===== src/rtl/dac_spi_receiver.sv =====
// dac_spi_receiver
// In-fabric model of a serial DAC: receives CS_N/SCLK/DIN/LDAC_N frames,
// decodes them into per-channel input registers and DAC registers, and
// reports frame completion (valid or wrongly sized) as single-cycle pulses.
//
// Handshake: there is no valid/ready flow control on this block. The serial
// side is a free-running master; frame_valid / frame_error are one-cycle
// strobes with no backpressure, and last_* / dac_out are registered values
// that stay stable until the next qualifying event.
module dac_spi_receiver #(
  parameter int DATA_WIDTH   = 16,
  parameter int NUM_CHANNELS = 8
) (
  input  logic                               clk,
  input  logic                               rst,
  input  logic                               dac_cs_n,
  input  logic                               dac_sclk,
  input  logic                               dac_din,
  input  logic                               dac_ldac_n,
  output logic [NUM_CHANNELS*DATA_WIDTH-1:0] dac_out,
  output logic                               frame_valid,
  output logic                               frame_error,
  output logic [3:0]                         last_cmd,
  output logic [3:0]                         last_addr,
  output logic [DATA_WIDTH-1:0]              last_data,
  output logic                               busy,
  output logic [1:0]                         state_dbg
);

  localparam int FRAME_BITS = DATA_WIDTH + 8;
  localparam int CNT_W      = $clog2(FRAME_BITS + 2);
  localparam logic [CNT_W-1:0] CNT_FRAME = CNT_W'(FRAME_BITS);
  localparam logic [CNT_W-1:0] CNT_MAX   = CNT_W'(FRAME_BITS + 1);

  typedef enum logic [1:0] {
    IDLE   = 2'd0,
    SHIFT  = 2'd1,
    DECODE = 2'd2
  } state_t;

  // Synchronizer and history flops
  logic cs_s1, cs_s2, cs_h;
  logic ldac_s1, ldac_s2, ldac_h;
  logic sclk_s1, sclk_s2, sclk_h;
  logic din_s1, din_s2;

  // Registered edge strobes, all aligned to the same cycle
  logic sclk_fall_q, din_q, cs_fall_q, cs_rise_q, ldac_fall_q;
  logic primed, cs_armed;

  // FSM and datapath state
  state_t                  state_q, state_nxt;
  logic [CNT_W-1:0]        bit_cnt, cnt_nxt;
  logic [FRAME_BITS-1:0]   shreg, sh_nxt;
  logic                    do_decode, frame_ok, frame_bad;

  logic [3:0]              dec_cmd, dec_addr;
  logic [DATA_WIDTH-1:0]   dec_data;
  logic                    addr_ok;
  logic                    copy_all;

  logic [DATA_WIDTH-1:0]   in_reg  [NUM_CHANNELS];
  logic [DATA_WIDTH-1:0]   dac_reg [NUM_CHANNELS];
  logic [DATA_WIDTH-1:0]   in_nxt  [NUM_CHANNELS];
  logic [DATA_WIDTH-1:0]   dac_nxt [NUM_CHANNELS];

  // Two-flop synchronizers plus one history flop per edge-detected input;
  // CS_N and LDAC_N idle high so they reset high to avoid a false edge.
  always_ff @(posedge clk or posedge rst) begin
    if (rst) begin
      cs_s1   <= 1'b1;
      cs_s2   <= 1'b1;
      cs_h    <= 1'b1;
      ldac_s1 <= 1'b1;
      ldac_s2 <= 1'b1;
      ldac_h  <= 1'b1;
      sclk_s1 <= 1'b0;
      sclk_s2 <= 1'b0;
      sclk_h  <= 1'b0;
      din_s1  <= 1'b0;
      din_s2  <= 1'b0;
    end else begin
      cs_s1   <= dac_cs_n;
      cs_s2   <= cs_s1;
      cs_h    <= cs_s2;
      ldac_s1 <= dac_ldac_n;
      ldac_s2 <= ldac_s1;
      ldac_h  <= ldac_s2;
      sclk_s1 <= dac_sclk;
      sclk_s2 <= sclk_s1;
      sclk_h  <= sclk_s2;
      din_s1  <= dac_din;
      din_s2  <= din_s1;
    end
  end

  // Edge strobes. CS_N falls are only honoured once CS_N has really been
  // sampled high after reset, so a frame in flight across reset is dropped.
  always_ff @(posedge clk or posedge rst) begin
    if (rst) begin
      sclk_fall_q <= 1'b0;
      din_q       <= 1'b0;
      cs_fall_q   <= 1'b0;
      cs_rise_q   <= 1'b0;
      ldac_fall_q <= 1'b0;
      primed      <= 1'b0;
      cs_armed    <= 1'b0;
    end else begin
      sclk_fall_q <= sclk_h & ~sclk_s2 & ~cs_s2;
      din_q       <= din_s2;
      cs_fall_q   <= cs_armed & cs_h & ~cs_s2;
      cs_rise_q   <= ~cs_h & cs_s2;
      ldac_fall_q <= ldac_h & ~ldac_s2;
      primed      <= 1'b1;
      cs_armed    <= cs_armed | (primed & cs_s1);
    end
  end

  // FSM state, bit counter and shift register
  always_ff @(posedge clk or posedge rst) begin
    if (rst) begin
      state_q <= IDLE;
      bit_cnt <= '0;
      shreg   <= '0;
    end else begin
      state_q <= state_nxt;
      bit_cnt <= cnt_nxt;
      shreg   <= sh_nxt;
    end
  end

  // Next-state logic; a same-cycle SCLK fall is shifted before leaving SHIFT
  always_comb begin
    state_nxt = state_q;
    cnt_nxt   = bit_cnt;
    sh_nxt    = shreg;
    do_decode = 1'b0;
    case (state_q)
      IDLE: begin
        if (cs_fall_q) begin
          state_nxt = SHIFT;
          cnt_nxt   = '0;
          sh_nxt    = '0;
        end
      end
      SHIFT: begin
        if (sclk_fall_q) begin
          sh_nxt = {shreg[FRAME_BITS-2:0], din_q};
          if (bit_cnt != CNT_MAX) begin
            cnt_nxt = bit_cnt + 1'b1;
          end
        end
        if (cs_rise_q) begin
          state_nxt = DECODE;
        end
      end
      DECODE: begin
        do_decode = 1'b1;
        state_nxt = IDLE;
      end
      default: begin
        state_nxt = IDLE;
      end
    endcase
  end

  assign frame_ok  = do_decode && (bit_cnt == CNT_FRAME);
  assign frame_bad = do_decode && (bit_cnt != CNT_FRAME);

  assign dec_cmd  = shreg[FRAME_BITS-1 -: 4];
  assign dec_addr = shreg[FRAME_BITS-5 -: 4];
  assign dec_data = shreg[DATA_WIDTH-1:0];
  assign addr_ok  = ({1'b0, dec_addr} < 5'(NUM_CHANNELS));

  assign busy      = (state_q == SHIFT) || (state_q == DECODE);
  assign state_dbg = state_q;

  // Register file update: the frame write lands in in_nxt first, so an
  // LDAC copy in the same cycle carries the freshly written value.
  always_comb begin
    copy_all = 1'b0;
    for (int ch = 0; ch < NUM_CHANNELS; ch++) begin
      in_nxt[ch]  = in_reg[ch];
      dac_nxt[ch] = dac_reg[ch];
    end
    if (frame_ok && addr_ok) begin
      for (int ch = 0; ch < NUM_CHANNELS; ch++) begin
        if (dec_addr == 4'(ch)) begin
          case (dec_cmd)
            4'h0, 4'h2: in_nxt[ch] = dec_data;
            4'h1:       dac_nxt[ch] = in_reg[ch];
            4'h3: begin
              in_nxt[ch]  = dec_data;
              dac_nxt[ch] = dec_data;
            end
            default: ;
          endcase
        end
      end
      if (dec_cmd == 4'h2) begin
        copy_all = 1'b1;
      end
    end
    if (ldac_fall_q) begin
      copy_all = 1'b1;
    end
    if (copy_all) begin
      for (int ch = 0; ch < NUM_CHANNELS; ch++) begin
        dac_nxt[ch] = in_nxt[ch];
      end
    end
  end

  // Input and DAC register banks
  always_ff @(posedge clk or posedge rst) begin
    if (rst) begin
      for (int ch = 0; ch < NUM_CHANNELS; ch++) begin
        in_reg[ch]  <= '0;
        dac_reg[ch] <= '0;
      end
    end else begin
      for (int ch = 0; ch < NUM_CHANNELS; ch++) begin
        in_reg[ch]  <= in_nxt[ch];
        dac_reg[ch] <= dac_nxt[ch];
      end
    end
  end

  // Frame status strobes and last-frame capture
  always_ff @(posedge clk or posedge rst) begin
    if (rst) begin
      frame_valid <= 1'b0;
      frame_error <= 1'b0;
      last_cmd    <= '0;
      last_addr   <= '0;
      last_data   <= '0;
    end else begin
      frame_valid <= frame_ok;
      frame_error <= frame_bad;
      if (frame_ok) begin
        last_cmd  <= dec_cmd;
        last_addr <= dec_addr;
        last_data <= dec_data;
      end
    end
  end

  for (genvar g = 0; g < NUM_CHANNELS; g++) begin : g_out
    assign dac_out[g*DATA_WIDTH +: DATA_WIDTH] = dac_reg[g];
  end

endmodule


===== config.mk =====
export PLATFORM = sky130hd
export DESIGN_NAME = dac_spi_receiver
export DESIGN_NICKNAME = d
export VERILOG_FILES = /design/src/rtl/dac_spi_receiver.sv
export SDC_FILE = /design/constraint.sdc
export NUM_CORES = 1
export LEC_CHECK = 0
export CORE_UTILIZATION = 30
export DETAILED_ROUTE_END_ITERATION = 8
export HOLD_SLACK_MARGIN = 0.08
export SYNTH_ARGS = -nofsm -noshare
export SYNTH_HDL_FRONTEND = slang
export SYNTH_SLANG_ARGS = --single-unit

===== constraint.sdc =====
create_clock -name clk -period 37.5 [get_ports clk]
set_input_delay 9.375 -clock clk [delete_from_list [all_inputs] [get_ports clk]]
set_output_delay 9.375 -clock clk [all_outputs]
set_load 0.05 [all_outputs]

== Word-level counts from Yosys, hierarchy flattened ==
Index checks and enable logic that the tools add are counted.
Operators by class
  add/subtract/negate cells: 1
  order comparisons: 1
  eq/ne operators: 19
  mux-type cells: 49
  bitwise logic cells: 12
  reduce and logical (&&, ||, !) cells: 30
Operators by type and width (count)
  $mux 128: 3
  $mux 16: 24
  $pmux 16 s2: 8
  $mux 24: 2
  $pmux 24 s2: 1
  $reduce_and 3->1: 9
  $reduce_bool 2->1: 10
  $eq 4x2->1 const B: 4
  $eq 4x3->1 const B: 4
  $mux 5: 3
  $ne 5x5->1 const B: 2
  $pmux 5 s2: 1
  $eq 4x1->1 const B: 2
  $logic_not 4->1: 2
  $ne 2x2->1 const B: 4
  $and 1x1->1: 7
  $add 5x1->5 const B: 1
  $eq 5x5->1 const B: 1
  $lt 4x4->1 const B: 1
  $mux 1: 4
  $mux 2: 2
  $not 1->1: 4
  $pmux 2 s2: 1
  $reduce_and 4->1: 1
  other kinds (9): 11
Storage, ports and cells
  flip-flop bits (word level): 331
  bits of input ports: 6
  output and inout port bits: 157
  logic and storage cells: 154

== Longest topological paths before layout ==
Gate-level depths: netlist of the first run.
  depth after elaboration: 8
  depth in mapped cells: 10
  depth with buffers taken out: 7

== Worst setup path before layout of the first run ==
OpenSTA, ideal clock, no wires.
  kind: register -> output
  from: register state_q[0], in the netlist state_dbg[0]
  to: output port busy
  arrival: 1333 ps
  data required time: 28125 ps
  slack: 26792 ps
  cell stages (with the launch flop): 3
  path buffers: 0
  cell sequence: dfrtp_1 -> inv_1 -> ha_1
Between the ends
  word-level cells in the longest chain between the ends: 2
  elaborated cells between the ends (all ways): 3
  those cells by class: eq/ne (2); reduce/logical (1)
RTL lines
  start, declared: RTL line 52  | state_t state_q, state_nxt;
  start signal, assigned: RTL line 126  | state_q <= state_nxt;
  $eq 2x1->1 or $eq 2x2->1 (tied branches): RTL line 175  | assign busy = (state_q == SHIFT) || (state_q == DECODE);
  $logic_or 1x1->1 *: RTL line 175
  end, declared: RTL line 26  | output logic busy,
Mark *: on every way between the ends. The rest lies on a longest branch, timed or not.

==> results of run 1 <==
==> worst reg2reg max path: cells and delay by family, from the launching register on <==
kind | cells | cell delay, ns
multiplexers | 1 | 0.25
AO/OA/AOI/OAI | 2 | 0.55
buffers and inverters | 1 | 0.10
adder cells (fa/ha/maj) | 1 | 0.92
AND/OR/NAND/NOR | 2 | 1.25
flip-flops | 1 | 0.42
==> cell usage after synthesis (all sizes together) (5+ instances only) <==
| cell | instances |
|---|---|
| dfrtp | 325 |
| inv | 239 |
| a21oi | 134 |
| mux2i | 115 |
| a222oi | 114 |
| clkbuf | 67 |
| nand2 | 58 |
| buf | 37 |
| mux2 | 37 |
| nor2 | 35 |
| nand3 | 34 |
| and2 | 18 |
| a221o | 14 |
| o21ai | 14 |
| nor2b | 7 |
| dfstp | 6 |
| ha | 6 |
| nand2b | 6 |
| or2 | 5 |
==> power by group through the flow <==
stage | Sequential, uW | Clock [uW] | Combinational [uW]
2_1_floorplan | 498 | 0 | 67.7
3_3_place_gp | 424 | 0 | 227
3_5_place_dp | 424 | 0 | 229
4_1_cts | 418 | 363 | 230
5_1_grt | 421 | 376 | 242
6_report | 418 | 356 | 227
==> final timing paths <==
check / to / slack [ns] / cells past startpoint
setup reg to reg: bit_cnt[0] / 33.93 / 7
hold reg to reg: sclk_s2 / 0.35 / 0
min in group asynchronous: last_data[0] / 9.42 / 2
setup / recovery: dac_out[101] / 25.84 / 4
hold / removal: sclk_s2 / 0.35 / 0
max in group clk: busy / 26.03 / 3
==> per-layer routing <==
| layer | share of wire (%) | track usage [%] | wire [um] |
|---|---|---|---|
| met5 | 0 | 0 | 0 |
| met4 | 2.2 | 5.31 | 995 |
| met3 | 7.4 | 3.49 | 3370 |
| met2 | 46 | 29.7 | 21200 |
| met1 | 44 | 26.5 | 20200 |
==> layout make-up <==
class / count / share of cell area (%)
sequential: 331 / 47.4
multi-input combinational: 614 / 26.5
timing repair buffer: 175 / 9.83
clock buffer: 56 / 6.40
inverter: 239 / 5.17
tap: 607 / 4.34
clock inverter: 9 / 0.329
==> cell families after synthesis <==
kind of cell	count (synthesis)	synth area share [%]
compound gates	283	14.6
fa+ha+maj	6	0.526
buf+inv	343	9.50
flops	331	58.1
mux	152	11.0
other cells	1	0.0263
simple gates	172	6.32
==> through the flow <==
step                      hold WS (ns)  cells  total power [uW]
after floorplan                  0.331   1288               565
after global placement           0.337   1966               651
after detailed placement         0.343   1966               653
after CTS                        0.356   2031              1010
after global routing             0.364   2031              1040
final                            0.350   2031              1000
==> impl_metrics.py, run 1 <==
metrics = {
    "power": {
        "p_sw_uw": 338,
        "pwr-share-comb_pct": 22.7,
        "sw_frac_of_total_pct": 33.7,
        "p_int_uw": 663,
        "seq_power_share_pct": 41.8,
        "p_leak_uw": 0.00947,
        "pwr-share-clk_pct": 35.5,
        "ir_worst_vdd_mv": 0.0286,
        "power_density_nw_per_um2": 57.2,
    },
    "grt": {
        "grt_max_degree": 124,
        "grt_pass1_vias": 10600,
        "grt_pass1_wl_um": 68100,
        "grt_overflow_total": 0,
        "antenna_found_initial": 0,
        "track_usage_pct": 18.9,
    },
    "finish": {
        "ff_latch_area_sq_um": 8290,
        "n_antenna_cell": 0,
        "nets": 1411,
        "fillerInstances": 4595,
        "final_common_cell": "dfrtp_1",
        "drive_above_1_share_pct": 9.55,
        "multi_input_area_sq_um": 4640,
        "area_growth_pct": 22.6,
        "finalCoreUtilization_pct": 37.4,
        "final_cell_mix": "325 x dfrtp_1, 238 x inv_1, 162 x clkdlybuf4s50_1, 134 x a21oi_1, 115 x mux2i_1",
        "stdcell_area_sq_um": 17500,
    },
    "yosys": {
        "yosysSeqAreaShare_pct": 58.1,
        "synth_nets": 1300,
        "synth_top_area_share_pct": 57.0,
        "synth_top_area_cell": "dfrtp_1",
        "syn_area_sq_um": 14300,
        "syn_inst": 1288,
        "synth_ff_type": "dfrtp_1",
        "yosys_register_bits": 331,
        "synth_edf_count": 0,
        "async_reset_ff_share_pct": 100,
        "synth_cell_types": 47,
        "synthTopCellsByArea": "dfrtp_1 57%, mux2i_1 8.1%, a222oi_1 8.0%, inv_1 6.3%, a21oi_1 4.7%",
        "synth_area_per_cell_sq_um": 11.1,
        "yosysWarnings": 0,
    },
    "route": {
        "wire_per_inst_um": 22.5,
        "dr.pass1.iters": 9,
        "via_per_inst": 5.32,
        "ant_nets": 0,
        "drt_wl_total_um": 45800,
        "vias": 10806,
        "drc_errors": 73,
        "initialDrtViolationCount": 1389,
    },
    "timing": {
        "relSlewSlack_pct": 22.6,
        "worst_slew_pin_slew_ns": 1.16,
        "slew_violations": 0,
        "max_clock_freq_ghz": 0.0858,
        "clock-skew-final_ns": 0.0161,
        "fin_crit_sh_pct": 31.1,
        "setup_ws_ns": 25.84,
        "hold_viol_final": 0,
        "layout_min_cycle_time_ns": 11.66,
        "rsz0062_at_grt": "no",
        "fin_tns_setup_ns": 0,
        "setup_viol": 0,
    },
    "clock_tree": {
        "cts_sinks": 331,
        "clk-insertion-delay-late_ns": 0.54,
        "cts_root_buffer": "clkbuf_16",
        "post_cts_resized": 0,
        "cts_buffer_depth": 3,
        "clkTransAtPathRegs_ns": 0.06,
        "cts_tree": "built",
        "h-tree-depth": 2,
        "numCtsBuffers": 38,
        "post_cts_buffers": 0,
        "cts_hold_buf": 0,
    },
    "floorplan": {
        "rows": 79,
        "ioPinCount": 163,
        "die_y_um": 220,
        "die_area_sq_um": 48400,
        "fp.dieW_um": 220,
        "core_sq_um": 46800,
        "initial_utilization_pct": 30.5,
    },
    "critical_path": {
        "max_stage_delay_ns": 0.84,
        "critPathTopFamily": "buffers and inverters",
        "crit_buf_inv": 4,
        "cp_slowest_cell": "buf_4",
        "r2r-start": "state_dbg[1]",
        "cp_common_cell": "buf_4",
        "worstPathArrival_ns": 12.23,
        "crit_start": "rst",
        "cp.required_ns": 38.07,
        "crit_fanout": 123,
        "path_cells": "clkdlybuf4s50_1 -> inv_8 -> buf_4 -> buf_4",
        "worstSetupPathType": "in -> async",
        "startpoint_type": "primary input",
        "cp-end-kind": "async pin",
    },
    "run": {
        "maxCapViolCount": 0,
    },
    "placed_design": {
        "gp_congestion": 0.785,
        "placed_area_sq_um": 16300,
        "place_ws_ns": 25.15,
        "io_buffers": 162,
        "dp_hpwl_um": 28200,
    },
    "worst_hold_path": {
        "hold_path.startpoint": "sclk_s1",
        "hp-class": "reg -> reg",
    },
    "run_status": {
        "violations": "DRC",
        "status": "finished, violations left",
    },
}
Power figures use the tool's default switching activity.
==> run 2, diff against run 1 <==
- clock period: 37.5 -> 11.07 ns (I/O delays scaled with it)
==> impl_metrics.py, run 2 (synthesis gave the netlist of run 1 again) <==
metrics = {
    "route": {
        "initialDrtViolationCount": 1419,
        "vias": 10778,
        "wire_per_inst_um": 22.7,
        "ant_nets": 0,
        "drt_wl_total_um": 46100,
        "dr.pass1.iters": 9,
        "via_per_inst": 5.31,
        "drc_errors": 18,
    },
    "clock_tree": {
        "numCtsBuffers": 36,
        "cts_sinks": 331,
        "cts_buffer_depth": 3,
        "clk-insertion-delay-late_ns": 0.53,
        "cts_tree": "built",
        "h-tree-depth": 2,
        "cts_hold_buf": 0,
        "cts_root_buffer": "clkbuf_16",
        "clkTransAtPathRegs_ns": 0.06,
        "post_cts_buffers": 0,
        "post_cts_resized": 0,
    },
    "finish": {
        "drive_above_1_share_pct": 9.36,
        "final_cell_mix": "325 x dfrtp_1, 238 x inv_1, 162 x clkdlybuf4s50_1, 134 x a21oi_1, 115 x mux2i_1",
        "final_cells": 2028,
        "final_common_cell": "dfrtp_1",
        "nets": 1410,
        "n_antenna_cell": 0,
        "fillerInstances": 4538,
        "stdcell_area_sq_um": 17500,
        "area_growth_pct": 22.8,
    },
    "placed_design": {
        "gp_congestion": 0.792,
        "dp_hpwl_um": 28200,
        "place_ws_ns": 5.84,
        "io_buffers": 162,
        "placed_area_sq_um": 16300,
        "dp.cells": 1967,
    },
    "timing": {
        "max_clock_freq_ghz": 0.207,
        "slew_violations": 0,
        "rsz0062_at_grt": "no",
        "fin_crit_sh_pct": 43.7,
        "fin_tns_setup_ns": 0,
        "clock-skew-final_ns": 0.0204,
        "hold_viol_final": 0,
        "relSlewSlack_pct": 16.4,
        "worst_slew_pin_slew_ns": 1.25,
        "setup_ws_ns": 6.23,
        "layout_min_cycle_time_ns": 4.84,
        "setup_viol": 0,
    },
    "critical_path": {
        "cp-end-kind": "output pin",
        "crit_fanout": 4,
        "worstSetupPathType": "reg -> out",
        "worstPathArrival_ns": 2.07,
        "startpoint_type": "flop",
        "cp.required_ns": 8.30,
    },
    "grt": {
        "track_usage_pct": 19.2,
        "antenna_found_initial": 0,
        "grt_max_degree": 187,
        "grt_pass1_wl_um": 69200,
        "grt_pass1_vias": 10804,
        "grt_overflow_total": 0,
    },
    "floorplan": {
        "core_sq_um": 46800,
        "ioPinCount": 163,
        "initial_utilization_pct": 30.5,
        "die_area_sq_um": 48400,
        "fp.dieW_um": 220,
        "rows": 79,
        "die_y_um": 220,
    },
    "worst_hold_path": {
        "hp-class": "reg -> reg",
    },
    "run_status": {
        "violations": "DRC",
        "status": "finished, violations left",
    },
    "run": {
        "maxCapViolCount": 0,
    },
    "power": {
        "p_leak_uw": 0.00948,
        "ir_worst_vdd_mv": 0.106,
        "power_density_nw_per_um2": 194,
        "power_uw": 3400,
    },
}
run 2: cell types whose count changed in the layout (fill, tap and decap cells not counted):
cell        previous run  this run
clkinvlp_4             2         1
buf_12                 0         1
clkbuf_16             39        37
bufinv_16              0         3
clkbuf_8               8         7
clkinv_2               5         2
run 2: final timing paths:
kind,from,endpoint,slack [ns],cells after the start
min reg2reg,sclk_s1,sclk_s2,0.35,0
min in group asynchronous,rst,frame_valid,2.49,2
min,sclk_s1,sclk_s2,0.35,0
max reg2reg,bit_cnt[0],dac_out[120],7.47,7
max,state_dbg[1],busy,6.23,3
max in group asynchronous,rst,in_reg[93],6.40,4
run 2: layout make-up:
class | instances | area (sq um) | area share (%)
Tap cell | 607 | 759 | 4.34
Inverter | 239 | 901 | 5.14
Clock inverter | 8 | 129 | 0.736
Multi-Input combinational cell | 614 | 4640 | 26.5
Timing Repair Buffer | 176 | 1740 | 9.93
Clock buffer | 53 | 1060 | 6.03
Sequential cell | 331 | 8290 | 47.3
run 2: power breakdown:
| group | internal (uW) | switching [uW] |
|---|---|---|
| clock network | 731 | 486 |
| logic | 240 | 531 |
| registers | 1310 | 107 |
run 2: metrics by stage:
stage | utilization (%) | hold slack (ns)
detailed placement | 34.9 | 0.336
finish | 37.5 | 0.345
global placement | 34.9 | 0.337
floorplan | - | 0.331
global route | 37.5 | 0.353
CTS | 37.5 | 0.347
run 2: worst max-delay path, stage by stage (launching register included):
cell and delay [ns]:
dfrtp_1 0.40, inv_1 0.08, ha_1 0.27, clkdlybuf4s50_1 0.79
run 2: routing by layer:
layer  part of all wire [%]  vias to the layer above  track usage, %  routed length [um]
met5                      0                        -               0                   0
met3                    8.3                       76            4.28                3820
li1                       -                     4684               -                   -
met2                     45                      506            29.1               20700
met4                    3.5                        0            6.99                1610
met1                     43                     5512            26.8               20000
